File: config.mk
export PLATFORM = sky130hd
export DESIGN_NAME = hazard_scoreboard_unit_flat
export DESIGN_NICKNAME = d
export VERILOG_FILES = /design/src/rtl/hazard_scoreboard_unit_pkg.sv /design/src/rtl/hazard_scoreboard_unit_if.sv /design/src/rtl/hazard_scoreboard_unit_md_tracker.sv /design/src/rtl/hazard_scoreboard_unit.sv /design/src/flat_wrapper.sv
export SDC_FILE = /design/constraint.sdc
export NUM_CORES = 1
export LEC_CHECK = 0
export CAP_MARGIN = 10
export CORE_UTILIZATION = 41
export CTS_CLUSTER_SIZE = 10
export DETAILED_ROUTE_END_ITERATION = 8
export PLACE_DENSITY = 0.87
export SYNTH_ARGS = -nofsm -noshare
export SYNTH_HDL_FRONTEND = slang
export SYNTH_SLANG_ARGS = --single-unit
File: constraint.sdc
create_clock -name clk -period 8.9 [get_ports clk]
set_input_delay 2.67 -clock clk [delete_from_list [all_inputs] [get_ports clk]]
set_output_delay 2.67 -clock clk [all_outputs]
set_load 0.05 [all_outputs]
File: src/rtl/hazard_scoreboard_unit_pkg.sv
// Shared encodings for the hazard scoreboard: forwarding selects, jump type and MD tracker states.
// The optional stall statistics are enabled with the STALL_STATS_EN macro.
package hazard_scoreboard_unit_pkg;

    typedef enum logic [1:0] {
        FWD_NONE = 2'b00,
        FWD_WB   = 2'b01,
        FWD_MEM  = 2'b10
    } fwd_sel_e;

    localparam logic [1:0] JUMP_JR = 2'b10;

    typedef enum logic [1:0] {
        MD_IDLE = 2'b00,
        MD_BUSY = 2'b01,
        MD_DONE = 2'b10
    } md_state_e;

    // Counter width for the MD countdown; never narrower than one bit.
    function automatic int md_cnt_width(input int latency);
        return (latency < 2) ? 1 : $clog2(latency);
    endfunction

endpackage

File: src/rtl/hazard_scoreboard_unit_if.sv
// Pipeline-to-hazard-unit bundle: register numbers and stage controls in, stalls/flushes/selects out.
// The pipeline side uses the master modport, the hazard unit the slave modport.
interface hazard_scoreboard_unit_if #(parameter int REG_ADDR_W = 5);

    logic [1:0]            sig_jump_d;
    logic                  sig_branch_d;
    logic                  branch_taken_d;
    logic                  sig_md_op_d;
    logic [REG_ADDR_W-1:0] rs_d, rt_d, rs_e, rt_e;
    logic [REG_ADDR_W-1:0] write_reg_e, write_reg_m, write_reg_w;
    logic                  sig_reg_write_e, sig_reg_write_m, sig_reg_write_w;
    logic                  sig_mem_to_reg_e, sig_mem_to_reg_m;
    logic                  sig_md_start_e;
    logic [REG_ADDR_W-1:0] md_dest_e;

    logic                  stall_f, stall_d, flush_d, flush_e;
    logic                  forward_a_d, forward_b_d;
    logic [1:0]            forward_a_e, forward_b_e;
    logic                  md_busy, md_wb_valid, md_overrun;
    logic [REG_ADDR_W-1:0] md_wb_reg;

    modport master (
        output sig_jump_d, sig_branch_d, branch_taken_d, sig_md_op_d,
               rs_d, rt_d, rs_e, rt_e, write_reg_e, write_reg_m, write_reg_w,
               sig_reg_write_e, sig_reg_write_m, sig_reg_write_w,
               sig_mem_to_reg_e, sig_mem_to_reg_m, sig_md_start_e, md_dest_e,
        input  stall_f, stall_d, flush_d, flush_e, forward_a_d, forward_b_d,
               forward_a_e, forward_b_e, md_busy, md_wb_valid, md_overrun, md_wb_reg
    );

    modport slave (
        input  sig_jump_d, sig_branch_d, branch_taken_d, sig_md_op_d,
               rs_d, rt_d, rs_e, rt_e, write_reg_e, write_reg_m, write_reg_w,
               sig_reg_write_e, sig_reg_write_m, sig_reg_write_w,
               sig_mem_to_reg_e, sig_mem_to_reg_m, sig_md_start_e, md_dest_e,
        output stall_f, stall_d, flush_d, flush_e, forward_a_d, forward_b_d,
               forward_a_e, forward_b_e, md_busy, md_wb_valid, md_overrun, md_wb_reg
    );

endinterface

File: src/rtl/hazard_scoreboard_unit_md_tracker.sv
// Tracks the single outstanding multi-cycle mul/div op: countdown, destination register,
// W-port writeback arbitration and a sticky overrun flag for issues while occupied.
module md_tracker
    import hazard_scoreboard_unit_pkg::*;
#(
    parameter int REG_ADDR_W = 5,
    parameter int MD_LATENCY = 4
) (
    input  logic                  clk,
    input  logic                  reset,
    input  logic                  md_start,
    input  logic [REG_ADDR_W-1:0] md_dest_in,
    input  logic                  reg_write_w,
    output logic                  md_busy,
    output logic                  md_wb_valid,
    output logic [REG_ADDR_W-1:0] md_wb_reg,
    output logic                  md_overrun
);

    localparam int              CNT_W    = md_cnt_width(MD_LATENCY);
    localparam logic [CNT_W-1:0] CNT_LOAD = CNT_W'(MD_LATENCY - 2);

    md_state_e             state, state_nxt;
    logic [CNT_W-1:0]      cnt, cnt_nxt;
    logic [REG_ADDR_W-1:0] dest, dest_nxt;
    logic                  overrun, overrun_nxt;

    always_ff @(posedge clk or posedge reset) begin
        if (reset) begin
            state   <= MD_IDLE;
            cnt     <= '0;
            dest    <= '0;
            overrun <= 1'b0;
        end else begin
            // NOTE: non-blocking assignments so every register samples the pre-edge values.
            state   <= state_nxt;
            cnt     <= cnt_nxt;
            dest    <= dest_nxt;
            overrun <= overrun_nxt;
        end
    end

    always_comb begin
        // NOTE: every signal written here gets a default first, so no path can infer a latch.
        state_nxt   = state;
        cnt_nxt     = cnt;
        dest_nxt    = dest;
        overrun_nxt = overrun | (md_start && (state != MD_IDLE));
        md_wb_valid = 1'b0;
        case (state)
            MD_IDLE: begin
                if (md_start) begin
                    dest_nxt  = md_dest_in;
                    cnt_nxt   = CNT_LOAD;
                    state_nxt = MD_BUSY;
                end
            end
            MD_BUSY: begin
                if (cnt == '0) state_nxt = MD_DONE;
                else           cnt_nxt   = cnt - CNT_W'(1);
            end
            MD_DONE: begin
                // A regular writer already owns the W-port; hold the result one more cycle.
                md_wb_valid = ~reg_write_w;
                if (~reg_write_w) state_nxt = MD_IDLE;
            end
            default: state_nxt = MD_IDLE;
        endcase
    end

    assign md_busy    = (state != MD_IDLE);
    assign md_wb_reg  = dest;
    assign md_overrun = overrun;

endmodule

File: src/rtl/hazard_scoreboard_unit.sv
// Hazard unit for the 5-stage pipeline: forwarding selects, load/branch/MD stalls and flushes.
// Define STALL_STATS_EN to add saturating per-term stall-cycle counters (stat_lw/stat_br/stat_md).
module hazard_scoreboard_unit
    import hazard_scoreboard_unit_pkg::*;
#(
    parameter int REG_ADDR_W = 5,
    parameter int MD_LATENCY = 4
`ifdef STALL_STATS_EN
    , parameter int STAT_W = 32
`endif
) (
    input  logic                    clk,
    input  logic                    reset,
    hazard_scoreboard_unit_if.slave hz
`ifdef STALL_STATS_EN
    , output logic [STAT_W-1:0]     stat_lw
    , output logic [STAT_W-1:0]     stat_br
    , output logic [STAT_W-1:0]     stat_md
`endif
);

    typedef logic [REG_ADDR_W-1:0] reg_t;

    // Register 0 is hard-wired, so it never creates a dependency.
    function automatic logic reg_match(input reg_t x, input reg_t r);
        return (x != '0) && (x == r);
    endfunction

    function automatic fwd_sel_e fwd_sel(input reg_t src, input reg_t wr_m, input logic we_m,
                                         input reg_t wr_w, input logic we_w);
        if (we_m && reg_match(src, wr_m)) return FWD_MEM;
        if (we_w && reg_match(src, wr_w)) return FWD_WB;
        return FWD_NONE;
    endfunction

    md_tracker #(
        .REG_ADDR_W (REG_ADDR_W),
        .MD_LATENCY (MD_LATENCY)
    ) u_md_tracker (
        .clk         (clk),
        .reset       (reset),
        .md_start    (hz.sig_md_start_e),
        .md_dest_in  (hz.md_dest_e),
        .reg_write_w (hz.sig_reg_write_w),
        .md_busy     (hz.md_busy),
        .md_wb_valid (hz.md_wb_valid),
        .md_wb_reg   (hz.md_wb_reg),
        .md_overrun  (hz.md_overrun)
    );

    logic branch_or_jr, e_hits_d, m_hits_d;
    logic lw_term, br_term, md_term, stall;

    always_comb begin
        branch_or_jr = hz.sig_branch_d || (hz.sig_jump_d == JUMP_JR);
        // jr only reads rs; a conditional branch compares rs and rt.
        e_hits_d = reg_match(hz.rs_d, hz.write_reg_e)
                || (hz.sig_branch_d && reg_match(hz.rt_d, hz.write_reg_e));
        m_hits_d = reg_match(hz.rs_d, hz.write_reg_m)
                || (hz.sig_branch_d && reg_match(hz.rt_d, hz.write_reg_m));

        lw_term = hz.sig_mem_to_reg_e
               && (reg_match(hz.rs_d, hz.write_reg_e) || reg_match(hz.rt_d, hz.write_reg_e));
        br_term = branch_or_jr
               && ((hz.sig_reg_write_e && e_hits_d) || (hz.sig_mem_to_reg_m && m_hits_d));
        // md_busy doubles as "pending": it stays set through DONE until the writeback cycle.
        md_term = (hz.md_busy && (reg_match(hz.rs_d, hz.md_wb_reg) || reg_match(hz.rt_d, hz.md_wb_reg)))
               || (hz.sig_md_op_d && (hz.md_busy || hz.sig_md_start_e));

        stall = (lw_term || br_term || md_term) && !reset;
    end

    assign hz.stall_f     = stall;
    assign hz.stall_d     = stall;
    assign hz.flush_e     = stall;
    assign hz.flush_d     = hz.branch_taken_d && !stall && !reset;

    assign hz.forward_a_d = hz.sig_reg_write_m && reg_match(hz.rs_d, hz.write_reg_m);
    assign hz.forward_b_d = hz.sig_reg_write_m && reg_match(hz.rt_d, hz.write_reg_m);
    assign hz.forward_a_e = fwd_sel(hz.rs_e, hz.write_reg_m, hz.sig_reg_write_m,
                                    hz.write_reg_w, hz.sig_reg_write_w);
    assign hz.forward_b_e = fwd_sel(hz.rt_e, hz.write_reg_m, hz.sig_reg_write_m,
                                    hz.write_reg_w, hz.sig_reg_write_w);

`ifdef STALL_STATS_EN
    // Terms are counted independently, so one cycle can bump several counters.
    always_ff @(posedge clk or posedge reset) begin
        if (reset) begin
            stat_lw <= '0;
            stat_br <= '0;
            stat_md <= '0;
        end else begin
            if (lw_term && (stat_lw != '1)) stat_lw <= stat_lw + STAT_W'(1);
            if (br_term && (stat_br != '1)) stat_br <= stat_br + STAT_W'(1);
            if (md_term && (stat_md != '1)) stat_md <= stat_md + STAT_W'(1);
        end
    end
`endif

endmodule
File: src/flat_wrapper.sv
// flat-port wrapper written by rule: the top's interface ports become plain ports
module hazard_scoreboard_unit_flat import hazard_scoreboard_unit_pkg::*;
#(
    parameter int REG_ADDR_W = 5,
    parameter int MD_LATENCY = 4

)
  (clk, reset, hz_sig_jump_d, hz_sig_branch_d, hz_branch_taken_d, hz_sig_md_op_d, hz_rs_d, hz_rt_d, hz_rs_e, hz_rt_e, hz_write_reg_e, hz_write_reg_m, hz_write_reg_w, hz_sig_reg_write_e, hz_sig_reg_write_m, hz_sig_reg_write_w, hz_sig_mem_to_reg_e, hz_sig_mem_to_reg_m, hz_sig_md_start_e, hz_md_dest_e, hz_stall_f, hz_stall_d, hz_flush_d, hz_flush_e, hz_forward_a_d, hz_forward_b_d, hz_forward_a_e, hz_forward_b_e, hz_md_busy, hz_md_wb_valid, hz_md_overrun, hz_md_wb_reg);
  hazard_scoreboard_unit_if #(.REG_ADDR_W(REG_ADDR_W)) hz_i ();
  input  logic clk;
  input  logic reset;
  input wire logic [$bits(hz_i.sig_jump_d)-1:0] hz_sig_jump_d;
  input wire logic [$bits(hz_i.sig_branch_d)-1:0] hz_sig_branch_d;
  input wire logic [$bits(hz_i.branch_taken_d)-1:0] hz_branch_taken_d;
  input wire logic [$bits(hz_i.sig_md_op_d)-1:0] hz_sig_md_op_d;
  input wire logic [$bits(hz_i.rs_d)-1:0] hz_rs_d;
  input wire logic [$bits(hz_i.rt_d)-1:0] hz_rt_d;
  input wire logic [$bits(hz_i.rs_e)-1:0] hz_rs_e;
  input wire logic [$bits(hz_i.rt_e)-1:0] hz_rt_e;
  input wire logic [$bits(hz_i.write_reg_e)-1:0] hz_write_reg_e;
  input wire logic [$bits(hz_i.write_reg_m)-1:0] hz_write_reg_m;
  input wire logic [$bits(hz_i.write_reg_w)-1:0] hz_write_reg_w;
  input wire logic [$bits(hz_i.sig_reg_write_e)-1:0] hz_sig_reg_write_e;
  input wire logic [$bits(hz_i.sig_reg_write_m)-1:0] hz_sig_reg_write_m;
  input wire logic [$bits(hz_i.sig_reg_write_w)-1:0] hz_sig_reg_write_w;
  input wire logic [$bits(hz_i.sig_mem_to_reg_e)-1:0] hz_sig_mem_to_reg_e;
  input wire logic [$bits(hz_i.sig_mem_to_reg_m)-1:0] hz_sig_mem_to_reg_m;
  input wire logic [$bits(hz_i.sig_md_start_e)-1:0] hz_sig_md_start_e;
  input wire logic [$bits(hz_i.md_dest_e)-1:0] hz_md_dest_e;
  output wire logic [$bits(hz_i.stall_f)-1:0] hz_stall_f;
  output wire logic [$bits(hz_i.stall_d)-1:0] hz_stall_d;
  output wire logic [$bits(hz_i.flush_d)-1:0] hz_flush_d;
  output wire logic [$bits(hz_i.flush_e)-1:0] hz_flush_e;
  output wire logic [$bits(hz_i.forward_a_d)-1:0] hz_forward_a_d;
  output wire logic [$bits(hz_i.forward_b_d)-1:0] hz_forward_b_d;
  output wire logic [$bits(hz_i.forward_a_e)-1:0] hz_forward_a_e;
  output wire logic [$bits(hz_i.forward_b_e)-1:0] hz_forward_b_e;
  output wire logic [$bits(hz_i.md_busy)-1:0] hz_md_busy;
  output wire logic [$bits(hz_i.md_wb_valid)-1:0] hz_md_wb_valid;
  output wire logic [$bits(hz_i.md_overrun)-1:0] hz_md_overrun;
  output wire logic [$bits(hz_i.md_wb_reg)-1:0] hz_md_wb_reg;
  assign hz_i.sig_jump_d = hz_sig_jump_d;
  assign hz_i.sig_branch_d = hz_sig_branch_d;
  assign hz_i.branch_taken_d = hz_branch_taken_d;
  assign hz_i.sig_md_op_d = hz_sig_md_op_d;
  assign hz_i.rs_d = hz_rs_d;
  assign hz_i.rt_d = hz_rt_d;
  assign hz_i.rs_e = hz_rs_e;
  assign hz_i.rt_e = hz_rt_e;
  assign hz_i.write_reg_e = hz_write_reg_e;
  assign hz_i.write_reg_m = hz_write_reg_m;
  assign hz_i.write_reg_w = hz_write_reg_w;
  assign hz_i.sig_reg_write_e = hz_sig_reg_write_e;
  assign hz_i.sig_reg_write_m = hz_sig_reg_write_m;
  assign hz_i.sig_reg_write_w = hz_sig_reg_write_w;
  assign hz_i.sig_mem_to_reg_e = hz_sig_mem_to_reg_e;
  assign hz_i.sig_mem_to_reg_m = hz_sig_mem_to_reg_m;
  assign hz_i.sig_md_start_e = hz_sig_md_start_e;
  assign hz_i.md_dest_e = hz_md_dest_e;
  assign hz_stall_f = hz_i.stall_f;
  assign hz_stall_d = hz_i.stall_d;
  assign hz_flush_d = hz_i.flush_d;
  assign hz_flush_e = hz_i.flush_e;
  assign hz_forward_a_d = hz_i.forward_a_d;
  assign hz_forward_b_d = hz_i.forward_b_d;
  assign hz_forward_a_e = hz_i.forward_a_e;
  assign hz_forward_b_e = hz_i.forward_b_e;
  assign hz_md_busy = hz_i.md_busy;
  assign hz_md_wb_valid = hz_i.md_wb_valid;
  assign hz_md_overrun = hz_i.md_overrun;
  assign hz_md_wb_reg = hz_i.md_wb_reg;
  hazard_scoreboard_unit #(.REG_ADDR_W(REG_ADDR_W), .MD_LATENCY(MD_LATENCY)) u_core (.clk(clk), .reset(reset), .hz(hz_i));
endmodule
==> run_results.csv, run 1 <==
group,metric,value,unit
outcome,outcome,"finished, final reports clean",
die,die_h,55.9,um
setup_path,crit_type,"in2out",
power,ir_worst_vdd,304,uV
place,port_buffers,70,
timing,hold_slack,482,ps
synth,synth_edf_count,0,
route,viasPerCell,5.38,
setup_path,reg2reg_from,"u_core.u_md_tracker.state[0]",
power,p_leak,0.680,nW
timing,finalSetupViolCount,0,
finish,fillers,218,
timing,relSlewSlack,0.662,
synth,synthTopCellsByArea,"xnor2_1 (29%), dfrtp_1 (21%), xor2_1 (7.4%)",
setup_path,setup.worst_path.start,"hz_rt_d[0]",
synth,ys_ff_latch,10,
finish,drive_above_1_share,0.0780,
setup_path,start_kind,"input pin",
synth,synth_top_cell_by_area,"xnor2_1",
min_path,hold_start,"u_core.u_md_tracker.md_overrun",
place,hpwl,3.06,mm
synth,synth_area_per_cell,8.75,um^2
setup_path,crit_path_end_kind,"primary output",
timing,max_freq,0.123,GHz
timing,period_minus_slack,8130,ps
cts,cts_hold_buf,0,
synth,ys_seq_area_frac,0.210,
synth,netlist_instances,136,
finish,final_nets,260,
cts,root_buffer,"clkbuf_4",
timing,period_share,0.914,
cts,cts_tree,"done",
timing,setup_tns,0,ps
synth,synthFlopType,"dfrtp_1",
synth,yosysWarningCount,0,
route,drc,0,
setup_path,crit_slowest_cell,"clkdlybuf4s50_1",
global_routing,grt_max_degree,12,
setup_path,critical-path-top-delay-family,"buffers and inverters",
cts,clk_latency,260,ps
setup_path,cp.arrival,5460,ps
global_routing,antenna_found_initial,0,
die,die-area,3120,um^2
timing,maxSlewViolCount,0,
cts,cts_sinks,10,
die,pin_count,71,
setup_path,crit_chain,"clkdlybuf4s50_1, xnor2_1, nand3_1, nor4_1, nand3_1, a32o_1, a31oi_1, clkdlybuf4s50_1",
setup_path,cpPeakStageDelay,860,ps
synth,synth_commonest_cells,"xnor2_1 (40), dfrtp_1 (10), xor2_1 (10)",
timing,rsz0062_at_grt,"no",
cts,post_cts_buffers,0,
route,first_iter_violations,28,
global_routing,gr-usage-all-layers,0.234,
place,place_congestion,0.890,
synth,synth_cell_types,35,
finish,largest_reg_flops,5,
cts,clockBufferDepth,2,
finish,n_antenna_cell,0,
min_path,hp-class,"reg2reg",
route,vias,1269,
route,totalWireLength,3.46,mm
cts,post_cts_resize_count,0,
synth,syn-num-nets,190,
route,wire_per_inst,14.6,um
global_routing,overflow,0,
synth,synth.cell_area,1190,um^2
die,die_x,55.9,um
setup_path,cp.required,6230,ps
timing,fin_skew,3.76,ps
run,cap_violations,0,
die,coreArea,2760,um^2
cts,clk_pin_slew,70,ps
setup_path,cp_max_fo,5,
route,drt.antenna.violating_nets,0,
timing,hold_violations,0,
die,initial_core_util,0.431,
die,core.rowCount,19,
setup_path,path_buf_inv,2,
synth,synth.top_cell.area_share,0.294,
global_routing,grt_first_pass_wirelength,5.91,mm
cts,cts_made_buffers,3,
route,drtPass1Iterations,4,
cts,cts_max_level,1,
timing,tightest_slew,505,ps
finish,fin_util,0.703,
finish,synthToLayoutAreaGrowth,62.9,%
power,total_power,0.389,mW
global_routing,grt_pass1_vias,1304,
synth,synthArstFlopShare,1.00,
power,powerDensity,201,nW/um^2
synth,yosys.cell_count.top_type,"xnor2_1",
==> area by class of cell <==
| type | count | area, um^2 | area share |
|---|---|---|---|
| clock buffers | 4 | 36.3 | 0.0187 |
| well taps | 31 | 38.8 | 0.0200 |
| inverters | 7 | 26.3 | 0.0136 |
| flip-flops and latches | 10 | 250 | 0.129 |
| multi-input cells | 114 | 886 | 0.457 |
| repair buffers | 70 | 701 | 0.362 |
==> per-layer routing <==
metal  vias up  share of wire  global-route usage
met3         6          0.061              0.0535
met2        52           0.53               0.453
li1        618              -                   -
met5         -              0                   0
met4         0          0.017              0.0557
met1       593           0.39               0.255
==> kinds of logic after synthesis <==
group                    after synthesis  share of synthesized area
XOR/XNOR                              50                      0.368
AND/OR/NAND/NOR                       45                      0.222
AO/OA/AOI/OAI                         13                     0.0967
buffers and inverters                 12                     0.0452
flip-flops                            10                      0.210
multiplexers                           5                     0.0473
adder cells (fa/ha/maj)                1                     0.0105
==> cell usage in the layout (no fill, tap or decap), drive strengths merged, types with 3 or more instances in the layout <==
cell,synthesis,layout
or4,4,4
clkdlybuf4s50,0,70
mux2,5,5
xnor2,40,40
dfrtp,10,10
nand2,6,6
inv,7,7
o21ai,3,3
nand3,5,5
nand4,7,7
xor2,10,10
nor3,5,5
nor2,6,6
nor4,8,8
clkbuf,3,4
==> worst register-to-register path: cells and delay by family, from the launching register on <==
| kind | cells | cell delay, ps |
|---|---|---|
| and+or+nand+nor | 2 | 760 |
| DFF | 1 | 450 |
| muxes | 1 | 400 |
==> report_power, final <==
part	internal [mW]	switching [mW]
combinational	0.115	0.138
sequential	0.0669	0.0292
clock	0.0248	0.0156
total	0.206	0.183
==> per-stage QoR <==
step	setup WS (ps)	area [um^2]	instances
after floorplan	884	1190	136
after global routing	575	1940	236
after detailed placement	759	1900	232
after CTS	751	1940	236
after global placement	916	1900	232
final	767	1940	236
==> final timing paths <==
path,end,slack (ps),cells past startpoint
min,u_core.u_md_tracker.md_overrun,480,1
min reg2reg,u_core.u_md_tracker.md_overrun,480,1
max in group asynchronous,u_core.u_md_tracker.md_wb_reg[2],5890,2
max,hz_stall_d,770,8
max reg2reg,u_core.u_md_tracker.md_wb_reg[0],7190,3
min in group asynchronous,u_core.u_md_tracker.cnt[0],2720,2
Note: power is estimated with default switching activity, not from simulation.
==> run 2, diff against run 1 <==
PLACE_DENSITY = 0.94   (was 0.87)
SLEW_MARGIN = 20   (was default)
==> run_results.csv, run 2 (synthesis results as in run 1) <==
group,metric,value,unit
cts,clockBufferDepth,2,
route,wl_met2,1.68,mm
cts,post_cts_buffers,0,
timing,fin_ws,749,ps
setup_path,cp.required,6230,ps
route,drtPass1Iterations,4,
place,port_buffers,70,
timing,hold_violations,0,
min_path,hold_start,"u_core.u_md_tracker.md_overrun",
die,pin_count,71,
power,p_leak,0.680,nW
timing,rsz0062_at_grt,"no",
timing,setup_tns,0,ps
place,placed_cells,232,
die,die_h,55.9,um
route,wire_per_inst,14.2,um
finish,fin_cells,236,
global_routing,antenna_found_initial,0,
timing,period_minus_slack,8150,ps
route,drc,0,
place,place_congestion,0.876,
timing,maxSlewViolCount,0,
cts,cts_max_level,1,
die,die-area,3120,um^2
timing,max_freq,0.123,GHz
global_routing,grt_pass1_vias,1308,
global_routing,grt_first_pass_wirelength,5.84,mm
timing,finalSetupViolCount,0,
finish,final_cell_mix,"clkdlybuf4s50_1 (70), xnor2_1 (40), xor2_1 (10), dfrtp_1 (10)",
timing,period_share,0.916,
route,wl_met1,1.38,mm
cts,post_cts_resize_count,0,
setup_path,cp_max_fo,5,
setup_path,r2r_setup_slack,7200,ps
route,drt.antenna.violating_nets,0,
place,hpwl,2.92,mm
setup_path,reg2reg_from,"u_core.u_md_tracker.state[0]",
run,cap_violations,0,
setup_path,crit_path_end_kind,"primary output",
timing,tightest_slew,509,ps
cts,cts_sinks,10,
route,top_layer,"met4",
cts,cts_made_buffers,3,
route,wl_met3,210,um
cts,cts_tree,"done",
die,coreArea,2760,um^2
finish,synthToLayoutAreaGrowth,62.9,%
route,vias,1248,
route,viasPerCell,5.29,
die,core.rowCount,19,
global_routing,overflow,0,
global_routing,gr-usage-all-layers,0.234,
timing,relSlewSlack,0.660,
setup_path,cp.arrival,5480,ps
die,die_x,55.9,um
finish,largest_reg_flops,5,
route,totalWireLength,3.35,mm
finish,drive_above_1_share,0.0780,
finish,final_nets,260,
finish,n_antenna_cell,0,
setup_path,r2r_end,"u_core.u_md_tracker.md_wb_reg[1]",
setup_path,crit_type,"in2out",
cts,root_buffer,"clkbuf_4",
global_routing,grt_max_degree,12,
min_path,min_path_cells,1,
route,first_iter_violations,22,
setup_path,r2r_cells,3,
cts,clk_pin_slew,70,ps
finish,fillers,234,
cts,clk_latency,270,ps
min_path,hold-path-endpoint,"u_core.u_md_tracker.md_overrun",
setup_path,start_kind,"input pin",
finish,final_common_cell,"clkdlybuf4s50_1",
place,post-place-ws,723,ps
min_path,hp-class,"reg2reg",
die,initial_core_util,0.431,
outcome,outcome,"finished, final reports clean",
power,ir_worst_vdd,230,uV
timing,hold_slack,463,ps
power,powerDensity,202,nW/um^2
timing,fin_skew,2.88,ps
cts,cts_hold_buf,0,
[run 2: worst max-delay path, cell delays in order]
cell and delay (ps):
clkdlybuf4s50_1 640, xnor2_1 160, nand3_1 100, nor4_1 370, nand3_1 130, a32o_1 280, a31oi_1 270, clkdlybuf4s50_1 860
[run 2: area by class of cell]
cell class | instances | area (um^2) | share of cell area
clock buffers | 4 | 36.3 | 0.0187
inverters | 7 | 26.3 | 0.0136
multi-input cells | 114 | 886 | 0.457
flip-flops and latches | 10 | 250 | 0.129
well taps | 31 | 38.8 | 0.0200
repair buffers | 70 | 701 | 0.362
[run 2: per-stage QoR]
| stage | utilization | area, um^2 | power, mW |
|---|---|---|---|
| finish | 0.703 | 1940 | 0.391 |
| global route | 0.703 | 1940 | 0.417 |
| CTS | 0.703 | 1940 | 0.393 |
| detailed placement | 0.690 | 1900 | 0.351 |
| global placement | 0.690 | 1900 | 0.343 |
| floorplan | - | 1190 | 0.262 |
[run 2: metal layers]
layer | GRT usage | vias up
met3 | 0.0512 | 12
met5 | 0 | -
met1 | 0.289 | 557
met4 | 0.0801 | 0
li1 | - | 617
met2 | 0.403 | 62
[run 2: report_power, final]
group	total (mW)	switching, mW	internal [mW]
sequential	0.0957	0.0289	0.0668
combinational	0.253	0.139	0.114
clock	0.0416	0.0167	0.0249
[run 2: worst max path at each step]
stage / from / end / slack (ps) / depth (start not counted)
global route: hz_rt_d[0] / hz_stall_d / 520 / 8
detailed placement: hz_rt_d[0] / hz_stall_d / 720 / 8
finish: hz_rt_d[0] / hz_stall_d / 750 / 8
global placement: hz_rt_d[1] / hz_flush_d / 890 / 8
CTS: hz_rt_d[0] / hz_stall_d / 720 / 8
floorplan: hz_write_reg_m[0] / hz_forward_a_e[0] / 880 / 5
==> run 3, diff against run 2 <==
CORE_MARGIN = 2   (was default)
TNS_END_PERCENT = 20   (was default)
==> run_results.csv, run 3 (synthesis results as in run 1) <==
group,metric,value,unit
min_path,hold_start,"u_core.u_md_tracker.md_overrun",
power,powerDensity,195,nW/um^2
finish,synthToLayoutAreaGrowth,61.7,%
finish,final_common_cell,"clkdlybuf4s50_1",
setup_path,reg2reg_from,"u_core.u_md_tracker.state[0]",
die,core.rowCount,19,
setup_path,crit_type,"in2out",
finish,drive_above_1_share,0.0735,
die,die-area,3350,um^2
route,drtPass1Iterations,4,
global_routing,grt_pass1_vias,1234,
timing,maxSlewViolCount,0,
timing,setup_tns,0,ps
cts,post_cts_buffers,0,
route,first_iter_violations,21,
route,drc,0,
global_routing,grt_first_pass_wirelength,5.44,mm
finish,n_antenna_cell,0,
finish,fin_cells,235,
min_path,hold-path-endpoint,"u_core.u_md_tracker.md_overrun",
route,drt.antenna.violating_nets,0,
setup_path,crit_path_end_kind,"primary output",
route,wl_met3,209,um
setup_path,cp_max_fo,5,
setup_path,r2r_cells,3,
die,coreArea,2760,um^2
global_routing,grt_max_degree,12,
power,total_power,0.376,mW
die,initial_core_util,0.431,
timing,hold_violations,0,
setup_path,cp.depth,8,
place,hpwl,2.80,mm
setup_path,r2r_end,"u_core.u_md_tracker.md_wb_reg[0]",
timing,finalSetupViolCount,0,
finish,final_cell_mix,"clkdlybuf4s50_1 (70), xnor2_1 (40), xor2_1 (10), dfrtp_1 (10)",
min_path,hp-class,"reg2reg",
setup_path,start_kind,"input pin",
power,ir_worst_vdd,273,uV
route,wire_per_inst,13.6,um
cts,clockBufferDepth,2,
timing,tightest_slew,514,ps
cts,cts_tree,"done",
route,vias,1221,
cts,root_buffer,"clkbuf_4",
timing,period_minus_slack,8090,ps
setup_path,cp.required,6230,ps
finish,largest_reg_flops,5,
global_routing,gr-usage-all-layers,0.199,
place,placed_cells,232,
cts,cts_made_buffers,3,
finish,final_nets,260,
place,port_buffers,70,
die,pin_count,71,
setup_path,r2r_setup_slack,7200,ps
place,place_congestion,0.871,
timing,fin_skew,6.50,ps
die,die_h,57.9,um
cts,clk_latency,260,ps
cts,cts_sinks,10,
cts,cts_hold_buf,0,
route,wl_met1,1.39,mm
finish,fillers,218,
outcome,outcome,"finished, final reports clean",
timing,relSlewSlack,0.657,
setup_path,crit_chain,"clkdlybuf4s50_1, xnor2_1, nand3_1, nor4_1, nand3_1, a32o_1, a31oi_1, clkdlybuf4s50_1",
global_routing,overflow,0,
global_routing,antenna_found_initial,0,
setup_path,cpPeakStageDelay,850,ps
route,top_layer,"met3",
die,die_x,57.9,um
route,totalWireLength,3.20,mm
timing,max_freq,0.124,GHz
cts,clk_pin_slew,60,ps
timing,rsz0062_at_grt,"no",
setup_path,critical-path-top-delay-family,"buffers and inverters",
finish,fin_util,0.698,
cts,cts_max_level,1,
route,wl_met2,1.60,mm
route,viasPerCell,5.20,
timing,period_share,0.909,
power,p_leak,0.673,nW
run,cap_violations,0,
cts,post_cts_resize_count,0,
setup_path,path_buf_inv,2,
setup_path,crit_slowest_cell,"clkdlybuf4s50_1",
setup_path,cp.arrival,5420,ps
min_path,min_path_cells,1,
==> run 3: cell types whose count changed in the layout (fill, tap and decap cells not counted), sizes merged <==
cell    change
clkbuf      -1
==> run 3: area by class of cell <==
type,instances,area [um^2],area share
Timing Repair Buffer,70,701,0.364
Multi-Input combinational cell,114,886,0.460
Clock buffer,3,22.5,0.0117
Inverter,7,26.3,0.0137
Tap cell,31,38.8,0.0202
Sequential cell,10,250,0.130
==> run 3: worst max path at each step <==
stage | endpoint | slack (ps) | from
after CTS | hz_stall_f | 800 | hz_rt_d[0]
after global placement | hz_flush_d | 900 | hz_rt_d[1]
after detailed placement | hz_stall_f | 800 | hz_rt_d[0]
after global routing | hz_stall_f | 690 | hz_rt_d[0]
after floorplan | hz_forward_a_e[0] | 880 | hz_write_reg_m[0]
final | hz_stall_f | 810 | hz_rt_d[0]
==> run 3: metrics by stage <==
stage	worst slack, ps	hold slack, ps	instance area [um^2]
2_1_floorplan	884	500	1190
3_3_place_gp	901	442	1900
3_5_place_dp	800	454	1900
4_1_cts	796	471	1920
5_1_grt	686	496	1920
6_report	813	466	1920
==> run 3: metal layers <==
| metal | global-route usage | up-vias |
|---|---|---|
| met5 | 0 | - |
| met4 | 0.0166 | 0 |
| met3 | 0.0335 | 0 |
| met2 | 0.369 | 46 |
| met1 | 0.251 | 558 |
| li1 | - | 617 |
==> run 3: power breakdown <==
| part | internal (mW) | leakage (nW) | switching, mW | total (mW) |
|---|---|---|---|---|
| combinational | 0.114 | 0.543 | 0.137 | 0.251 |
| sequential | 0.0669 | 0.115 | 0.0281 | 0.0949 |
| clock | 0.0156 | 0.0138 | 0.0143 | 0.0298 |
| total | 0.197 | 0.673 | 0.179 | 0.376 |
==> edit 1, RTL diff (config.mk and constraints of run 2) <==
`REG_ADDR_W` is set to 5 in 4 places; all go to 6.
--- a/src/rtl/hazard_scoreboard_unit_if.sv
+++ b/src/rtl/hazard_scoreboard_unit_if.sv
@@ -1,6 +1,6 @@
 // Pipeline-to-hazard-unit bundle: register numbers and stage controls in, stalls/flushes/selects out.
 // The pipeline side uses the master modport, the hazard unit the slave modport.
-interface hazard_scoreboard_unit_if #(parameter int REG_ADDR_W = 5);
+interface hazard_scoreboard_unit_if #(parameter int REG_ADDR_W = 6);
 
     logic [1:0]            sig_jump_d;
     logic                  sig_branch_d;
--- a/src/rtl/hazard_scoreboard_unit_md_tracker.sv
+++ b/src/rtl/hazard_scoreboard_unit_md_tracker.sv
@@ -3,7 +3,7 @@
 module md_tracker
     import hazard_scoreboard_unit_pkg::*;
 #(
-    parameter int REG_ADDR_W = 5,
+    parameter int REG_ADDR_W = 6,
     parameter int MD_LATENCY = 4
 ) (
     input  logic                  clk,
--- a/src/rtl/hazard_scoreboard_unit.sv
+++ b/src/rtl/hazard_scoreboard_unit.sv
@@ -3,7 +3,7 @@
 module hazard_scoreboard_unit
     import hazard_scoreboard_unit_pkg::*;
 #(
-    parameter int REG_ADDR_W = 5,
+    parameter int REG_ADDR_W = 6,
     parameter int MD_LATENCY = 4
 `ifdef STALL_STATS_EN
     , parameter int STAT_W = 32
--- a/src/flat_wrapper.sv
+++ b/src/flat_wrapper.sv
@@ -1,7 +1,7 @@
 // flat-port wrapper written by rule: the top's interface ports become plain ports
 module hazard_scoreboard_unit_flat import hazard_scoreboard_unit_pkg::*;
 #(
-    parameter int REG_ADDR_W = 5,
+    parameter int REG_ADDR_W = 6,
     parameter int MD_LATENCY = 4
 
 )
Ports: changed (9 resized); port bits go from 71 to 80. No check against the original RTL was run, so the function may have changed too.
==> edit 1 against run 2 <==
First-iteration DRC count up 68%. Power increased by 7.2%. Sequential share of layout area fell by 0.49 points. Setup slack improved by 75 ps. Sequential cell count is 1 higher. Die area increased by 17%. Final area grew 14%. Register-to-register slack worse by 60 ps. Wire length increased by 22%. Utilization about the same. Synthesized area up 18%. Critical path type unchanged. Largest cell class unchanged.
==> edit 1: results (changes against run 2) <==
Placement:
- The total of buffers placed on input and output ports was 79 (+13%).
- The worst setup slack before clock tree synthesis is 807 ps (+83.8 ps).
- The half-perimeter wire length of the detailed placement result is 3460 um (+19%).
- The post-placement cell area was 2190 sq um (+15%).

Routing:
- The number of vias per cell after detailed routing came to 5.25 (-0.77%).
- The DRC marker count from the first detailed-route iteration is 37 (+68%).
- The average wire per standard cell came to 14.7 um (+3.3%).

Layout:
- The number of flip-flops in the largest register is 6 (+1).
- The final layout net count is 298 (+15%).
- The fraction of final layout cells with drive strength greater than 1 is 7.66% (-0.15 points).
- The number of cells in the finished layout apart from fillers is 279 (+18%).
- The filler cell count is 294 (+26%).
- The utilization of the core after routing is 70.3% (about the same).

Setup path:
- The signal arrival time at the worst endpoint is 5410 ps (-70 ps).
- The endpoint of the most critical register-to-register path is u_core.u_md_tracker.md_wb_reg[4]$_DFFE_PP0P_.
- The delay of the slowest cell on the worst path is 810 ps (-50 ps).
- The slack of the worst reg-to-reg path is 7140 ps (-60 ps).
- The biggest fanout along the worst timing path is 4 (-1).

Synthesis:
- After synthesis, the cell types taking the most area are sky130_fd_sc_hd__xnor2_1, sky130_fd_sc_hd__dfrtp_1, sky130_fd_sc_hd__mux2_2, sky130_fd_sc_hd__nand4_1, sky130_fd_sc_hd__nor3_1.
- The mux share of post-synthesis cell area is 4.81% (+0.081 points).
- The count of mapped cells out of synthesis is 165 (+21%).
- The sequential element share of the synthesized area is 19.6% (-1.4 points).
- The post-synthesis share of cell area spent on xor and xnor gates is 37.4% (+0.63 points).
- After synthesis, the most frequently instantiated cells are sky130_fd_sc_hd__xnor2_1, sky130_fd_sc_hd__dfrtp_1, sky130_fd_sc_hd__nand2_1, sky130_fd_sc_hd__nor3_1, sky130_fd_sc_hd__nand4_1.
- The net count of the mapped netlist is 227 (+19%).
- The post-synthesis cell type count is 37 (+5.7%).
- The share of the synthesized area in compound gates (AO/OA/AOI/OAI) is 9.54% (-0.14 points).

Power and ir drop:
- The cell leakage power is 0.738 nW (+8.6%).
- The largest vdd supply drop is 0.183 mV (-20%).

GRT:
- The pin count of the biggest net entering global routing is 13 (+1).
- The total routing resource utilization after global routing was 23.7% (+0.29 points).

CTS:
- The number of buffers added by the clock tree synthesis step is 3 (unchanged).
- The number of post-CTS setup repair buffers came to 0 (unchanged).

Timing:
- The worst hold margin is 464 ps (+0.671 ps).
- The clock tree skew after final layout is 4.46 ps (+1.58 ps).

Status:
- The run finished with clean final reports.
[edit 1: how the worst max path moves through the flow]
stage | startpoint | endpoint | slack [ps] | depth (start not counted)
CTS | hz_rs_d[0] | hz_flush_d | 810 | 8
finish | hz_rs_d[0] | hz_flush_d | 820 | 8
global route | hz_rs_d[0] | hz_flush_d | 670 | 8
global placement | hz_rs_d[0] | hz_flush_d | 830 | 8
detailed placement | hz_rs_d[0] | hz_flush_d | 810 | 8
floorplan | hz_rs_e[3] | hz_forward_a_e[0] | 1000 | 4
[edit 1: power breakdown]
part | total [W] | internal [W] | switching [W]
Clock | 0.0000348 | 0.0000167 | 0.0000181
Sequential | 0.000106 | 0.0000737 | 0.0000326
Combinational | 0.000278 | 0.000126 | 0.000151
Total | 0.000419 | 0.000217 | 0.000202
[edit 1: routing by layer]
layer | vias to the layer above | GRT usage (%) | share of wire (%)
met1 | 684 | 28.0 | 42
met5 | - | 0 | 0
met3 | 6 | 4.48 | 7.2
met4 | 0 | 5.84 | 1.3
li1 | 714 | - | -
met2 | 60 | 44.0 | 50
[edit 1: cell families (layout without fill, tap and decap cells)]
| family | count (synthesis) | after routing |
|---|---|---|
| xor gates and xnor gates | 60 | 60 |
| adders and majority gates | 1 | 1 |
| and+or+nand+nor | 53 | 53 |
| AOI/OAI and AO/OA | 16 | 16 |
| muxes | 6 | 6 |
| DFF | 11 | 11 |
| buffers and inverters | 18 | 88 |
[edit 1: cell type report]
class	count	share of cell area (%)
inverter	5	0.847
timing repair buffer	79	35.7
clock buffer	3	1.02
sequential	11	12.4
multi-input combinational	136	47.3
tap	44	2.48
clock inverter	1	0.226
==> edit 2, RTL diff (flow settings as in run 2) <==
Made on the original files. The 3 states of `md_state_e` get a one-hot encoding in 3 bits.
--- a/src/rtl/hazard_scoreboard_unit_pkg.sv
+++ b/src/rtl/hazard_scoreboard_unit_pkg.sv
@@ -10,10 +10,10 @@
 
     localparam logic [1:0] JUMP_JR = 2'b10;
 
-    typedef enum logic [1:0] {
-        MD_IDLE = 2'b00,
-        MD_BUSY = 2'b01,
-        MD_DONE = 2'b10
+    typedef enum logic [2:0] {
+        MD_IDLE = 3'b001,
+        MD_BUSY = 3'b010,
+        MD_DONE = 3'b100
     } md_state_e;
 
     // Counter width for the MD countdown; never narrower than one bit.
Formal check against the unedited RTL: same outputs for any inputs over 10 cycles, from zero or initial values and one cycle with reset high; not proved beyond that.
==> edit 2 against run 2 <==
The run now ends with design-rule violations left. Power fell by 5.6%. Wire length fell by 0.81%. Sequential cell count rose by 1. Final area rose by 1.2%. Setup slack improved by 170 ps. Global-route usage fell by 2.3 points. Via count rose by 0.40%. Synthesized area rose by 3.9%. Highest routed layer unchanged.
==> edit 2: results (changes against run 2) <==
Status:
- The flow ran to the end, but the final reports show violations.
- The checks that failed: design-rule violations.

Routing:
- The total detailed-routing wirelength was 3330 um (-0.81%).
- The DRC marker count from the first detailed-route iteration is 55 (+150%).
- The post-route DRC violation count came to 8 (+8).
- The number of iterations in the first detailed-routing pass is 6 (+2).
- The number of vias per cell after detailed routing is 5.14 (-2.9%).

Power and ir drop:
- The largest vdd supply drop came to 0.236 mV (+2.7%).
- The cell leakage power is 0.700 nW (+3.0%).
- The switching share of power is 47.1% (-0.16 points).

Synthesis:
- The mean post-synth cell area is 8.35 sq um (-4.5%).
- The post-synthesis cell type count is 32 (-8.6%).
- The net count of the mapped netlist is 202 (+6.3%).
- Counting instances in the post-synthesis netlist gives the leading cell types as sky130_fd_sc_hd__xnor2_1, sky130_fd_sc_hd__dfrtp_1, sky130_fd_sc_hd__nor2_1, sky130_fd_sc_hd__xor2_1.
- The sequential element share of the synthesized area is 22.4% (+1.3 points).
- Yosys attributes the largest share of cell area to sky130_fd_sc_hd__xnor2_1, sky130_fd_sc_hd__dfrtp_1, sky130_fd_sc_hd__xor2_1, sky130_fd_sc_hd__mux2_2, sky130_fd_sc_hd__nor4_1.

CTS:
- The post-cts gate resize count is 0 (unchanged).
- The maximum clock insertion buffer count was 2 (unchanged).
- The number of buffers added by the clock tree synthesis step came to 3 (unchanged).

Setup path:
- The biggest fanout along the worst timing path was 4 (-1).
- The startpoint of the lowest-slack register-to-register path is u_core.u_md_tracker.state[0]$_DFFE_PP1P_.
- The beginning of the critical path is hz_rt_d[1].
- Among cell families on the critical path, the largest total delay comes from buffers and inverters.
- The signal arrival time at the worst endpoint was 5310 ps (-170 ps).
- For this design, the slowest cell found on the critical path is sky130_fd_sc_hd__clkdlybuf4s50_1.
- The delay of the slowest cell on the worst path is 810 ps (-50 ps).

Layout:
- The filler cell count came to 236 (+0.85%).
- The fraction of final layout cells with drive strength greater than 1 is 8.45% (+0.65 points).
- The number of cells in the finished layout apart from fillers is 244 (+3.4%).
- The final layout net count is 268 (+3.1%).

GRT:
- The total routing resource utilization after global routing was 21.1% (-2.3 points).
- The via count of the first global-routing pass is 1,199 (-8.3%).
- The pin count of the biggest net entering global routing came to 13 (+1).
- The global-route wire length before repair was 5440 um (-6.9%).

Placement:
- The routability congestion estimate came to 0.811 (-7.5%).
- The worst setup slack before clock tree synthesis came to 887 ps (+164 ps).
- The half-perimeter wire length of the detailed placement result is 2910 um (-0.22%).
- The total placed cells including tap cells came to 240 (+3.4%).

Timing:
- The clock tree skew after final layout is 7.97 ps (+5.08 ps).
- The relative slew slack is 65.5% (-0.49 points).
[edit 2: cell count changes in the layout (fill, tap and decap cells not counted), sizes merged, moves of 2 or more]
cell / run 2 / this run
xor2: 10 / 8
o21ai: 3 / 5
xnor2: 40 / 42
nor3: 5 / 7
nor2: 6 / 9
[edit 2: cell type report]
| class | count | area [sq um] | share of cell area, % |
|---|---|---|---|
| Inverter | 7 | 26.3 | 1.34 |
| Timing Repair Buffer | 70 | 701 | 35.7 |
| Clock buffer | 3 | 22.5 | 1.15 |
| Tap cell | 31 | 38.8 | 1.98 |
| Clock inverter | 1 | 5.00 | 0.255 |
| Multi-Input combinational cell | 121 | 892 | 45.5 |
| Sequential cell | 11 | 277 | 14.1 |
[edit 2: power groups by stage]
| stage | Combinational, W | Sequential [W] | Clock (W) |
|---|---|---|---|
| 2_1_floorplan | 0.000120 | 0.000134 | 0 |
| 3_3_place_gp | 0.000233 | 0.0000972 | 0 |
| 3_5_place_dp | 0.000237 | 0.0000980 | 0 |
| 4_1_cts | 0.000238 | 0.0000971 | 0.0000347 |
| 5_1_grt | 0.000253 | 0.000101 | 0.0000378 |
| 6_report | 0.000237 | 0.0000974 | 0.0000341 |
[edit 2: worst register-to-register path, cell delays in order, from the launching register on]
cell,delay (ps)
sky130_fd_sc_hd__dfstp_2,580
sky130_fd_sc_hd__and3_1,340
sky130_fd_sc_hd__mux2_2,370
[edit 2: per-stage QoR]
step	area, sq um	power [W]
after global routing	1960	0.000392
after CTS	1960	0.000370
final	1960	0.000369
after floorplan	1240	0.000253
after detailed placement	1930	0.000335
after global placement	1930	0.000331
[edit 2: cell families after synthesis]
group / Yosys count / share of synthesized area (%)
XOR/XNOR: 50 / 35.4
AND/OR/NAND/NOR: 51 / 23.1
buffers and inverters: 16 / 5.47
multiplexers: 6 / 5.47
AO/OA/AOI/OAI: 13 / 7.19
flip-flops: 11 / 22.4
adder cells (fa/ha/maj): 1 / 1.01
[edit 2: final timing paths]
check | end | cells past startpoint | slack [ps]
worst max-delay path | hz_flush_d | 8 | 920
worst min register to register | u_core.u_md_tracker.md_overrun$_DFF_PP0_ | 1 | 460
min in group asynchronous | u_core.u_md_tracker.state[1]$_DFFE_PP0P_ | 2 | 2740
worst max register to register | u_core.u_md_tracker.md_wb_reg[0]$_DFFE_PP0P_ | 2 | 7490
worst min-delay path | u_core.u_md_tracker.md_overrun$_DFF_PP0_ | 1 | 460
max in group asynchronous | u_core.u_md_tracker.state[0]$_DFFE_PP1P_ | 2 | 5830
[edit 2: metal layers]
layer  GRT usage, %  up-vias  routed length [um]
met2           34.3       49                1560
li1               -      641                   -
met3           4.38        2                 216
met5              0        -                   0
met4           1.39        0                  10
met1           30.2      561                1540
